<file path="config.mk">
export PLATFORM = sky130hd
export DESIGN_NAME = instr_fetch
export DESIGN_NICKNAME = d
export VERILOG_FILES = /design/src/rtl/instr_fetch.sv
export SDC_FILE = /design/constraint.sdc
export NUM_CORES = 1
export LEC_CHECK = 0
export CAP_MARGIN = 5
export CORE_MARGIN = 1
export CORE_UTILIZATION = 30
export DETAILED_ROUTE_END_ITERATION = 10
export SYNTH_ARGS = -nofsm -noshare
export SYNTH_HDL_FRONTEND = slang
export SYNTH_SLANG_ARGS = --single-unit
</file>
<file path="constraint.sdc">
create_clock -name clk -period 1.75 [get_ports clk]
set_input_delay 0.35 -clock clk [delete_from_list [all_inputs] [get_ports clk]]
set_output_delay 0.35 -clock clk [all_outputs]
set_load 0.1 [all_outputs]
</file>
<file path="src/rtl/instr_fetch.sv">
// MCU51 instruction fetch: walks the byte-wide program ROM and
// assembles opcode plus operands for the decoder.
module instr_fetch #(
  parameter int ADDRWIDTH = 8
) (
  input  logic                 clk,
  input  logic                 rst_n,
  output logic                 rom_cs,
  output logic [ADDRWIDTH-1:0] rom_addr,
  input  logic [7:0]           rom_data,
  output logic                 instr_valid,
  input  logic                 instr_ready,
  output logic [7:0]           opcode,
  output logic [7:0]           operand1,
  output logic [7:0]           operand2,
  output logic [1:0]           instr_len,
  output logic [ADDRWIDTH-1:0] instr_pc,
  input  logic                 jump,
  input  logic [ADDRWIDTH-1:0] jump_addr
);

  typedef enum logic [2:0] {
    IDLE,
    F_OP,
    F_B1,
    F_B2,
    HOLD
  } state_t;

  state_t               state;
  state_t               nxt;
  logic [ADDRWIDTH-1:0] pc;
  logic [1:0]           dec_len;
  logic                 redirect;

  function automatic logic [1:0] len_of(input logic [7:0] op);
    logic [1:0] l;
    l = 2'd1;
    unique case (1'b1)
      (op == 8'h02) || (op == 8'h12) ||
      (op == 8'h75) || (op == 8'h90):
        l = 2'd3;
      (op[7:3] == 5'b01111) ||
      (op == 8'h24) || (op == 8'h60) ||
      (op == 8'h70) || (op == 8'h74) ||
      (op == 8'h80) || (op == 8'hE5) ||
      (op == 8'hF5):
        l = 2'd2;
      default:
        l = 2'd1;
    endcase
    return l;
  endfunction

  assign dec_len  = len_of(rom_data);
  assign redirect = jump && (state != IDLE);

  assign rom_addr    = pc;
  assign rom_cs      = !((state == F_OP) ||
                         (state == F_B1) ||
                         (state == F_B2));
  assign instr_valid = (state == HOLD);

  // State register
  always_ff @(posedge clk or negedge rst_n) begin
    if (!rst_n) state <= IDLE;
    else        state <= nxt;
  end

  // Next-state: fetch sequence sized by decoded length, jump overrides
  always_comb begin
    nxt = state;
    unique case (state)
      IDLE: nxt = F_OP;
      F_OP: nxt = (dec_len == 2'd1) ? HOLD : F_B1;
      F_B1: nxt = (instr_len == 2'd2) ? HOLD : F_B2;
      F_B2: nxt = HOLD;
      HOLD: if (instr_ready) nxt = F_OP;
      default: nxt = IDLE;
    endcase
    if (redirect) nxt = F_OP;
  end

  // PC and instruction fields: capture one ROM byte per fetch cycle
  always_ff @(posedge clk or negedge rst_n) begin
    if (!rst_n) begin
      pc        <= '0;
      opcode    <= 8'h00;
      operand1  <= 8'h00;
      operand2  <= 8'h00;
      instr_len <= 2'd0;
      instr_pc  <= '0;
    end else if (redirect) begin
      pc <= jump_addr;
    end else begin
      unique case (state)
        F_OP: begin
          opcode    <= rom_data;
          operand1  <= 8'h00;
          operand2  <= 8'h00;
          instr_len <= dec_len;
          instr_pc  <= pc;
          pc        <= pc + ADDRWIDTH'(1);
        end
        F_B1: begin
          operand1 <= rom_data;
          pc       <= pc + ADDRWIDTH'(1);
        end
        F_B2: begin
          operand2 <= rom_data;
          pc       <= pc + ADDRWIDTH'(1);
        end
        default: ;
      endcase
    end
  end

endmodule

</file>
; Yosys cells after proc, flatten, opt, wreduce, memory -nomap -nowiden
; Cells that the tools add are included.
[totals]
reg_bits = 45
latch_bits = 0
mem_bits_rw = 0
mem_bits_ro = 0
inputBits = 20
out_inout_bits = 44
elab_cells = 61
memories = 0
[op_classes]
n_addsub = 1
multipliers = 0
div = 0
order_cmp = 0
n_eq_ne = 19
shifts = 0
mux = 10
bitwise_logic = 1
n_reduce_logical = 23
[ops]
columns = cell, n
row1 = equality test 8 x 7 -> 1 bit (second input constant), 4
row2 = equality test 8 bit (second input constant), 4
row3 = case mux 8 bit (2 select lines), 2
row4 = two-way mux 8 bit, 2
row5 = case mux 3 bit (5 select lines), 1
row6 = logical OR 1 bit, 12
row7 = two-way mux 3 bit, 4
row8 = adder 8 x 1 -> 8 bit (second input constant), 1
row9 = equality test 8 x 2 -> 1 bit (second input constant), 1
row10 = equality test 8 x 5 -> 1 bit (second input constant), 1
row11 = equality test 8 x 6 -> 1 bit (second input constant), 1
row12 = equality test 3 x 2 -> 1 bit (second input constant), 2
row13 = AND reduction 2 bit, 3
row14 = nonzero test 2 bit, 3
row15 = equality test 5 x 4 -> 1 bit (second input constant), 1
row16 = case mux 2 bit (2 select lines), 1
row17 = equality test 3 x 1 -> 1 bit (second input constant), 1
row18 = equality test 3 bit (second input constant), 1
row19 = zero test 3 bit, 1
row20 = != test 3 x 1 -> 1 bit (second input constant), 1
row21 = nonzero test 3 bit, 1
row22 = OR reduction 3 bit, 1
row23 = equality test 2 x 1 -> 1 bit (second input constant), 1
row24 = equality test 2 bit (second input constant), 1
row25 = 3 further kinds, 3

; Logic depth before layout (Yosys ltp)
[depth]
ltp_word = 13
depth_mapped = 7

; Worst setup path after synthesis
; Ideal clock, no wire load.
[synth_timing]
path_type = reg-to-output
start = register state[1]
end = output port instr_valid
arrival_ps = 2167
slack_ps = -767
path_stages_with_launch = 5
path_cell_list = dfrtp_1 > buf_6 > or2_2 > buf_2 > nor2_1
[synth_between]
elab_chain_len = 1
[synth_rtl]
columns = element, line
row1 = start: declaration, 30  ; state_t state;
row2 = start signal: assignment, 67  ; else state <= nxt;
row3 = equality test 3 bit, 62  ; assign instr_valid = (state == HOLD);
row4 = end: declaration, 11  ; output logic instr_valid,
; No other way between the ends.

; Worst setup path in the final report
[layout_timing]
start = register state[0]
end = output port instr_valid
; Same word-level chain as after synthesis.

==> metrics <==
status=finished clean; Synth Warn #=0; proportion of synthesized area in mux cells=2.04%; gp weighted congestion=around 0.8; crit-path max FO=9; number of CTS-inserted buffers=5; ys flop type=dfrtp_1; Vias/cell=between 4 and 5; post-synth top area share=51.0%; Post-Synth Simple-Gate Area=25.9%; Cell Area, Synth=2210 um2; FFs w/ async S/R, synth=100%; pwr dens=1300 nW/um2; syn nets=273; CTS Root Cell=clkbuf_8; largest cells by area after synthesis=dfrtp_1 51%, nand2_1 14%, o21ai_0 4.1%; layout cells sized above 1=about 30%; hold crit path type=in -> async; sequential cell area=1130 um2; Yosys top cell by area=dfrtp_1; Avg Inst Size Synth=8.75 um2; hold slack=0.0248 ns; Post-Synth XOR/XNOR Area=1.19%; initial antenna violation count=0; Fillers=621; Post-synth EDFFs=0; # IOs=64; actual slew at the worst max-slew pin=0.635 ns; Overall Power=4.75 mW; post-CTS setup buffer count=0; final worst clock skew=0.00928 ns; final setup fails=0; CTS tree=done; synth unique cells=42; Worst Setup End Kind=primary output; Routed Wire Length=between 5000 and 6000 um; Area Growth Syn to Fin=65.2%; worst vdd ir=0.838 mV; clock tree sinks=45; cell area after layout=3640 um2; fin crit period=about 1.7 ns; Initial Util=31.8%; Clock Latency Late Sink=0.30 ns; Worst Reg2Reg Path Length in Cells=5; H-tree Lvls=2; flops & latches, synth=45; port bufs=63; Crit-path slowest cell=dfrtp_2; total leakage power=between 1.5 and 2 nW; compound-gate portion of the synthesized area=14.4%; HPWL Detailed=around 4500 um; Slew Limit Fails=0; Die Area=7700 um2; combinational family with the most area after synthesis=simple AND/OR/NAND/NOR gates; Detailed Routing Iterations Pass 1=4; 1st-iter DRT viols=90; global-route wire length before repair=9580 um; Die W=87.8 um; Total GRT Usage=between 10% and 20%; fin nets=355; Hold Vio Cnt, Final=0; area post-placement=3550 um2; post-synthesis adder-cell area fraction=less than 1%; routed len/inst=13.6 um; normalized max-slew margin=57.2%; clk buf depth=2; post-synthesis cell count=252; post-synthesis sequential area ratio=51.0%; gr ovfl total=0; critical path, cell by cell=or2_4, nor2_4, buf_12; fmax=approximately 600 MHz; setup TNS=0 ns; RSZ-0062 raised after global routing=no; vias=about 2100; DRC violations left=0; vias in the first global route=roughly 1900; fin crit share=96.9%; CP Launch Type=flop; dpl ws=-0.255 ns; Max stage delay on crit path=0.46 ns; critical setup path kind=reg -> out; num rows=30; Final ANT Viol Nets=0; Setup WS post-layout=0.0534 ns; largest net degree at the start of global routing=25; area of the multi-input gates=988 um2; clock transition at the registers of the reported paths=0.09 ns; die extent in y=87.8 um; core area=6940 um2; crit path DAT=between 1 and 1.5 ns; required time of the critical path=1.40 ns; number of max-cap violations=0; # diodes=0
[metal layers]
layer	share of wire, %	routed length [um]	track usage [%]
met1	47	2730	21.8
met2	48	2810	25.8
met3	3.1	179	2.73
met4	2.2	131	6.41
met5	0	0	0
[cell usage in the layout, fill, tap and decap left out, drive strengths merged, types with 2 or more instances in the layout]
cell / instances
mux2: 4
nor4: 4
clkdlybuf4s50: 18
or2: 2
a22o: 2
a22oi: 2
clkbuf: 7
xnor2: 3
nand3: 3
nand2b: 3
buf: 73
nor2: 14
nor2b: 3
o22ai: 3
or3: 2
o21ai: 22
dfrtp: 45
o21bai: 2
a21oi: 12
nor3: 7
a211oi: 2
and3: 2
inv: 3
nand2: 81
[synthesized netlist by cell type, types with 2 or more instances]
master,number
nand2_1,81
dfrtp_1,45
o21ai_0,18
nor2_1,13
a21oi_1,12
clkbuf_1,9
nor3_1,7
buf_6,4
mux2_2,4
nor4_1,4
buf_2,3
inv_1,3
nand2b_1,3
nand3_1,3
nor2b_1,3
o22ai_1,3
xnor2_1,3
a211oi_1,2
a22o_1,2
a22oi_1,2
and3_1,2
o21ai_1,2
o21ai_2,2
o21bai_1,2
or2_2,2
or3_1,2
[kinds of logic after synthesis]
kind of cell    Yosys count
simple gates            127
flops                    45
xor+xnor                  3
mux                       4
fa+ha+maj                 1
buf+inv                  20
compound gates           52
[flip-flops by register name, summed over array words and instances (netlist names)]
signal / count
operand2: 8
instr_pc: 8
state: 3
rom_addr: 8
opcode: 8
instr_len: 2
operand1: 8
[where the power goes]
| group | internal, mW | switching (mW) | leakage, nW | total (mW) |
|---|---|---|---|---|
| clock network | 0.283 | 0.366 | 0.0385 | 0.650 |
| registers | 1.22 | 0.261 | 0.567 | 1.48 |
| logic | 0.933 | 1.69 | 0.970 | 2.62 |
| total | 2.44 | 2.31 | 1.58 | 4.75 |
[layout make-up]
type	count	share of cell area [%]
Clock buffer	7	2.09
Clock inverter	1	0.206
Sequential cell	45	31.1
Timing Repair Buffer	91	35.7
Inverter	4	0.446
Multi-Input combinational cell	187	27.1
Tap cell	96	3.30
[repair_timing]
| item | CTS | global route |
|---|---|---|
| gates resized for setup | 3 | 2 |
| endpoints found under the setup margin | 2 | 3 |
| hold buffers | 0 | 0 |
[through the flow]
stage	instances	util [%]
after CTS	431	52.4
after floorplan	252	-
after global routing	431	52.5
final	431	52.5
after global placement	423	51.1
after detailed placement	423	51.1
[worst max-delay path, delay by kind of cell (launching register included)]
family                 cells  cell delay [ns]
flip-flops                 1             0.46
buffers and inverters      1             0.18
AND/OR/NAND/NOR            2             0.41
[worst paths after layout]
| path | from | endpoint | slack (ns) |
|---|---|---|---|
| max reg2reg | state[2] | operand1[3] | 0.11 |
| max | state[0] | instr_valid | 0.05 |
| min reg2reg | instr_pc[2] | instr_pc[2] | 0.54 |
| min | rst_n | state[1] | 0.02 |
| min in group clk | instr_pc[2] | instr_pc[2] | 0.54 |
| max in group asynchronous | rst_n | instr_pc[5] | 1.21 |
(Power assumes the default switching activity.)
